## config.mk

```make
export PLATFORM = sky130hd
export DESIGN_NAME = io_sw_debounce
export DESIGN_NICKNAME = d
export VERILOG_FILES = /design/src/rtl/io_sw_debounce.sv
export SDC_FILE = /design/constraint.sdc
export NUM_CORES = 1
export LEC_CHECK = 0
export ABC_AREA = 1
export CELL_PAD_IN_SITES_DETAIL_PLACEMENT = 2
export CELL_PAD_IN_SITES_GLOBAL_PLACEMENT = 2
export CORE_MARGIN = 2
export CORE_UTILIZATION = 35
export DETAILED_ROUTE_END_ITERATION = 16
export HOLD_SLACK_MARGIN = 0.1
export PLACE_DENSITY = 0.81
export SLEW_MARGIN = 40
export SYNTH_ARGS = -nofsm -noshare
export SYNTH_HDL_FRONTEND = slang
export SYNTH_SLANG_ARGS = --single-unit
```

## constraint.sdc

```tcl
create_clock -name i_clk -period 1.8 [get_ports i_clk]
set_clock_uncertainty 0.1 [all_clocks]
set_input_delay 0.18 -clock i_clk [delete_from_list [all_inputs] [get_ports i_clk]]
set_output_delay 0.18 -clock i_clk [all_outputs]
set_load 0.005 [all_outputs]
```

## src/rtl/io_sw_debounce.sv

```systemverilog
// Switch/key input conditioner: 2-FF synchroniser, tick-sampled per-bit debounce,
// and registered one-cycle rise/fall pulses on each debounced edge.
module io_sw_debounce #(
   parameter int WIDTH        = 32,
   parameter int TICK_DIV     = 50000,
   parameter int STABLE_TICKS = 4
) (
   input  logic             i_clk,
   input  logic             i_reset,
   input  logic [WIDTH-1:0] i_sw_raw,
   output logic [WIDTH-1:0] o_io_sw,
   output logic [WIDTH-1:0] o_sw_rise,
   output logic [WIDTH-1:0] o_sw_fall,
   output logic             o_tick
);

   localparam int CNT_W  = (TICK_DIV > 1) ? $clog2(TICK_DIV) : 1;
   localparam int HIST_W = STABLE_TICKS - 1;
   localparam logic [CNT_W-1:0] CNT_LAST = CNT_W'(TICK_DIV - 1);

   logic [CNT_W-1:0] cnt_reg;
   logic [CNT_W-1:0] cnt_next;
   logic             tick_reg;
   logic [WIDTH-1:0] sync1_reg;
   logic [WIDTH-1:0] sync2_reg;

   always_comb begin
      cnt_next = (cnt_reg == CNT_LAST) ? '0 : cnt_reg + CNT_W'(1);
   end

   // Tick is registered from the next count so it is high exactly while cnt_reg is at its last value.
   always_ff @(posedge i_clk or negedge i_reset) begin
      if (!i_reset) begin
         cnt_reg  <= '0;
         tick_reg <= 1'b0;
      end else begin
         cnt_reg  <= cnt_next;
         tick_reg <= (cnt_next == CNT_LAST);
      end
   end

   always_ff @(posedge i_clk or negedge i_reset) begin
      if (!i_reset) begin
         sync1_reg <= '0;
         sync2_reg <= '0;
      end else begin
         sync1_reg <= i_sw_raw;
         sync2_reg <= sync1_reg;
      end
   end

   assign o_tick = tick_reg;

   generate
      for (genvar gi = 0; gi < WIDTH; gi++) begin : g_bit
         logic [HIST_W-1:0] hist_reg;
         logic [HIST_W-1:0] hist_next;
         logic              level_reg;
         logic              rise_reg;
         logic              fall_reg;
         logic              run_high;
         logic              run_low;

         if (HIST_W == 1) begin : g_hist1
            assign hist_next = sync2_reg[gi];
         end else begin : g_histn
            assign hist_next = {hist_reg[HIST_W-2:0], sync2_reg[gi]};
         end

         // The current sample completes the run together with the stored history.
         assign run_high = (&hist_reg) & sync2_reg[gi];
         assign run_low  = ~(|hist_reg) & ~sync2_reg[gi];

         always_ff @(posedge i_clk or negedge i_reset) begin
            if (!i_reset) begin
               hist_reg  <= '0;
               level_reg <= 1'b0;
               rise_reg  <= 1'b0;
               fall_reg  <= 1'b0;
            end else begin
               rise_reg <= 1'b0;
               fall_reg <= 1'b0;
               if (tick_reg) begin
                  hist_reg <= hist_next;
                  if (run_high && !level_reg) begin
                     level_reg <= 1'b1;
                     rise_reg  <= 1'b1;
                  end else if (run_low && level_reg) begin
                     level_reg <= 1'b0;
                     fall_reg  <= 1'b1;
                  end
               end
            end
         end

         assign o_io_sw[gi]   = level_reg;
         assign o_sw_rise[gi] = rise_reg;
         assign o_sw_fall[gi] = fall_reg;
      end
   endgenerate

endmodule

```

==> run summary <==
crit start category -> flip-flop
CP Buf/Inv Count -> 2
vias in the first global route -> 8432
via/cell ratio -> 4.77
Critical Path RT -> 2.09 ns
Num CTS Buffers -> 30
clk_lat worst skew -> 0.55 ns
ant diodes -> 0
Post-Synthesis Cells -> 1052
sequential power share -> 49.4%
Hold WC Path Type -> in -> async
Final Max Tran Viols -> 0
antenna-violating nets left -> 0
CP peak stage delay -> 0.45 ns
Achievable Freq -> 558 MHz
largest net degree at the start of global routing -> 77
final hold vios -> 0
worst setup path class -> reg -> reg
RSZ-0062 raised after global routing -> yes
critical path cell sequence -> buf_6 -> buf_12 -> nand4_1 -> nor3_1 -> o22ai_1
Worst path slowest cell -> dfrtp_4
Reg area -> 6840 um2
layout net count -> 1189
final wirelength -> 27300 um
clock group share of total power -> 48.4%
Tightest Pin Transition -> 0.421 ns
drt drc -> 0
gpl congestion -> 0.766
minimum setup slack after placement -> 0.00118 ns
LEAKAGE -> 5.75 nW
die area -> 31900 um2
Worst-path clk slew -> 0.06 ns
relative slew slack -> 71.9%
area of the multi-input gates -> 2430 um2
Power per Cell Area -> 951 nW/um2
VDD IR max -> 0.660 mV
Core Area -> 29900 um2
post-synth net total -> 1087
MaxCap Viol Count -> 0
Switching Fraction -> 20.7%
Die Y -> 179 um
delay-heaviest family, CP -> buffers and inverters
CTS Sinks -> 273
initial antenna violation count -> 0
number of synthesized register bits -> 273
CTS H-Tree Depth -> 1
CTS tree -> built
layout cells sized above 1 -> 8.54%
Bufs on Longest Clock Path -> 3
Tot Pwr -> 12.7 mW
first-pass GRT wire length -> 44700 um
final setup vio count -> 0
Syn Std Cell Area -> 10700 um2
synth unique cells -> 26
Ports -> 131
final standard cell count with taps included and fillers excluded -> 1561
grt ovf -> 0
DP HPWL -> 17300 um
Starting Density -> 35.8%
DR iter-0 viols -> 281
Synth warnings -> 0
Site Rows -> 63
DP Cell Count -> 1468
CP Capture Type -> flip-flop
IO Port Bufs -> 130
register area share after synthesis -> 63.9%
first-pass iteration count of the detailed router -> 4
outcome -> finished, final reports clean
chip width -> 179 um
max reg flops -> 96
reg2reg path depth -> 5
gr usage total -> 17.6%
final setup margin -> 0.00782 ns
Fill cells -> 3110
Hold WS -> 0.129 ns
area delta synth->final -> 24.7%
via count -> 7453
Crit path depth -> 5
final core utilization -> 44.6%
final cycle utilization of the critical path -> 99.6%
cell-internal power -> 10.1 mW
Comb power frac -> 2.2%
CP Max Fanout -> 50
Avg Inst Size Synth -> 10.2 um2
crit path time final -> 1.79 ns
clk root buf -> clkbuf_16
crit path DAT -> 2.09 ns
R2R Setup Slk -> 0.008 ns
Switch Pwr -> 2.62 mW
WL per Instance -> 17.5 um
==> cells in the final DEF (no fill, tap or decap), types with 4 or more instances in the layout <==
master,n
o22ai_1,30
nor2_1,61
nand4_1,35
inv_1,150
nand3_1,44
dlygate4sd2_1,4
clkbuf_8,8
nor2_4,4
clkbuf_16,32
clkdlybuf4s50_1,122
nor3_1,64
clkbuf_1,5
dfrtp_1,272
nand2_1,137
dlygate4sd3_1,33
buf_4,24
o21ai_0,101
nor2_2,5
buf_12,7
==> power groups by stage <==
stage | Combinational (mW) | Sequential, mW | Clock [mW]
global placement | 0.226 | 6.36 | 0
CTS | 0.296 | 6.26 | 6.30
detailed placement | 0.229 | 6.37 | 0
floorplan | 0.00183 | 6.35 | 0
global route | 0.322 | 6.26 | 6.56
finish | 0.283 | 6.26 | 6.13
==> timing repair <==
item | in CTS | in global routing
hold buffers | 34 | 0
gates resized for setup | 6 | 7
setup buffers | 3 | 6
hold endpoints to repair | 305 | 0
setup endpoints to repair | 6 | 21
cloned | 0 | 1
pin swaps | 1 | 1
==> synth_stat cells <==
cell	n	area (um2)
dfrtp_1	273	6830
inv_1	150	563
nand2_1	137	514
buf_4	101	758
o21ai_0	101	505
nor3_1	66	330
nor2_1	62	233
nand3_1	44	220
nand4_1	35	219
o22ai_1	30	188
clkbuf_1	15	56.3
buf_2	11	55.1
nor2_2	4	25.0
nor2_4	4	45.0
nand2_2	3	18.8
inv_2	2	7.51
nand3_2	2	20.0
nand3b_1	2	15.0
o21a_1	2	15.0
o21bai_1	2	15.0
a21oi_1	1	5.00
a31oi_1	1	6.26
ha_1	1	12.5
o21ai_1	1	5.00
o21bai_2	1	11.3
xor2_1	1	8.76
==> cells by family after synthesis <==
family                     synth area share (%)
and+or+nand+nor                            15.4
buffers and inverters                      13.5
adders and majority gates                 0.117
AOI/OAI and AO/OA                          7.03
DFF                                        63.9
xor gates and xnor gates                 0.0820
==> per-layer routing <==
metal | wire (um) | up-vias | track usage [%] | part of all wire (%)
met5 | 0 | - | 0 | 0
met4 | 741 | 0 | 4.95 | 2.7
met3 | 813 | 39 | 2.57 | 3.0
met2 | 14700 | 120 | 32.8 | 54
met1 | 11000 | 3809 | 21.0 | 40
li1 | - | 3485 | - | -
==> final timing paths <==
check | to | from
max in group asynchronous | g_bit[10].hist_reg[0] | i_reset
min | sync2_reg[14] | i_reset
max reg2reg | g_bit[11].level_reg | o_tick
min in group i_clk | sync2_reg[31] | sync1_reg[31]
max | g_bit[11].level_reg | o_tick
min reg2reg | sync2_reg[31] | sync1_reg[31]
==> tightest hold or removal path, delay by kind of cell <==
family	cells	cell delay, ns
buffers and inverters	3	0.91
==> through the flow <==
step	setup TNS [ns]	instance area [um2]
6_report	0	13300
5_1_grt	-0.199	13300
4_1_cts	0	13200
3_5_place_dp	0	11900
3_3_place_gp	0	11900
2_1_floorplan	0	10700
==> final cells by class <==
type	count	share of cell area (%)
Clock buffer	44	6.79
Sequential cell	273	51.3
Timing Repair Buffer	197	15.2
Tap cell	390	3.66
Inverter	152	4.28
Clock inverter	5	0.563
Multi-Input combinational cell	500	18.2
(Power assumes the default switching activity.)
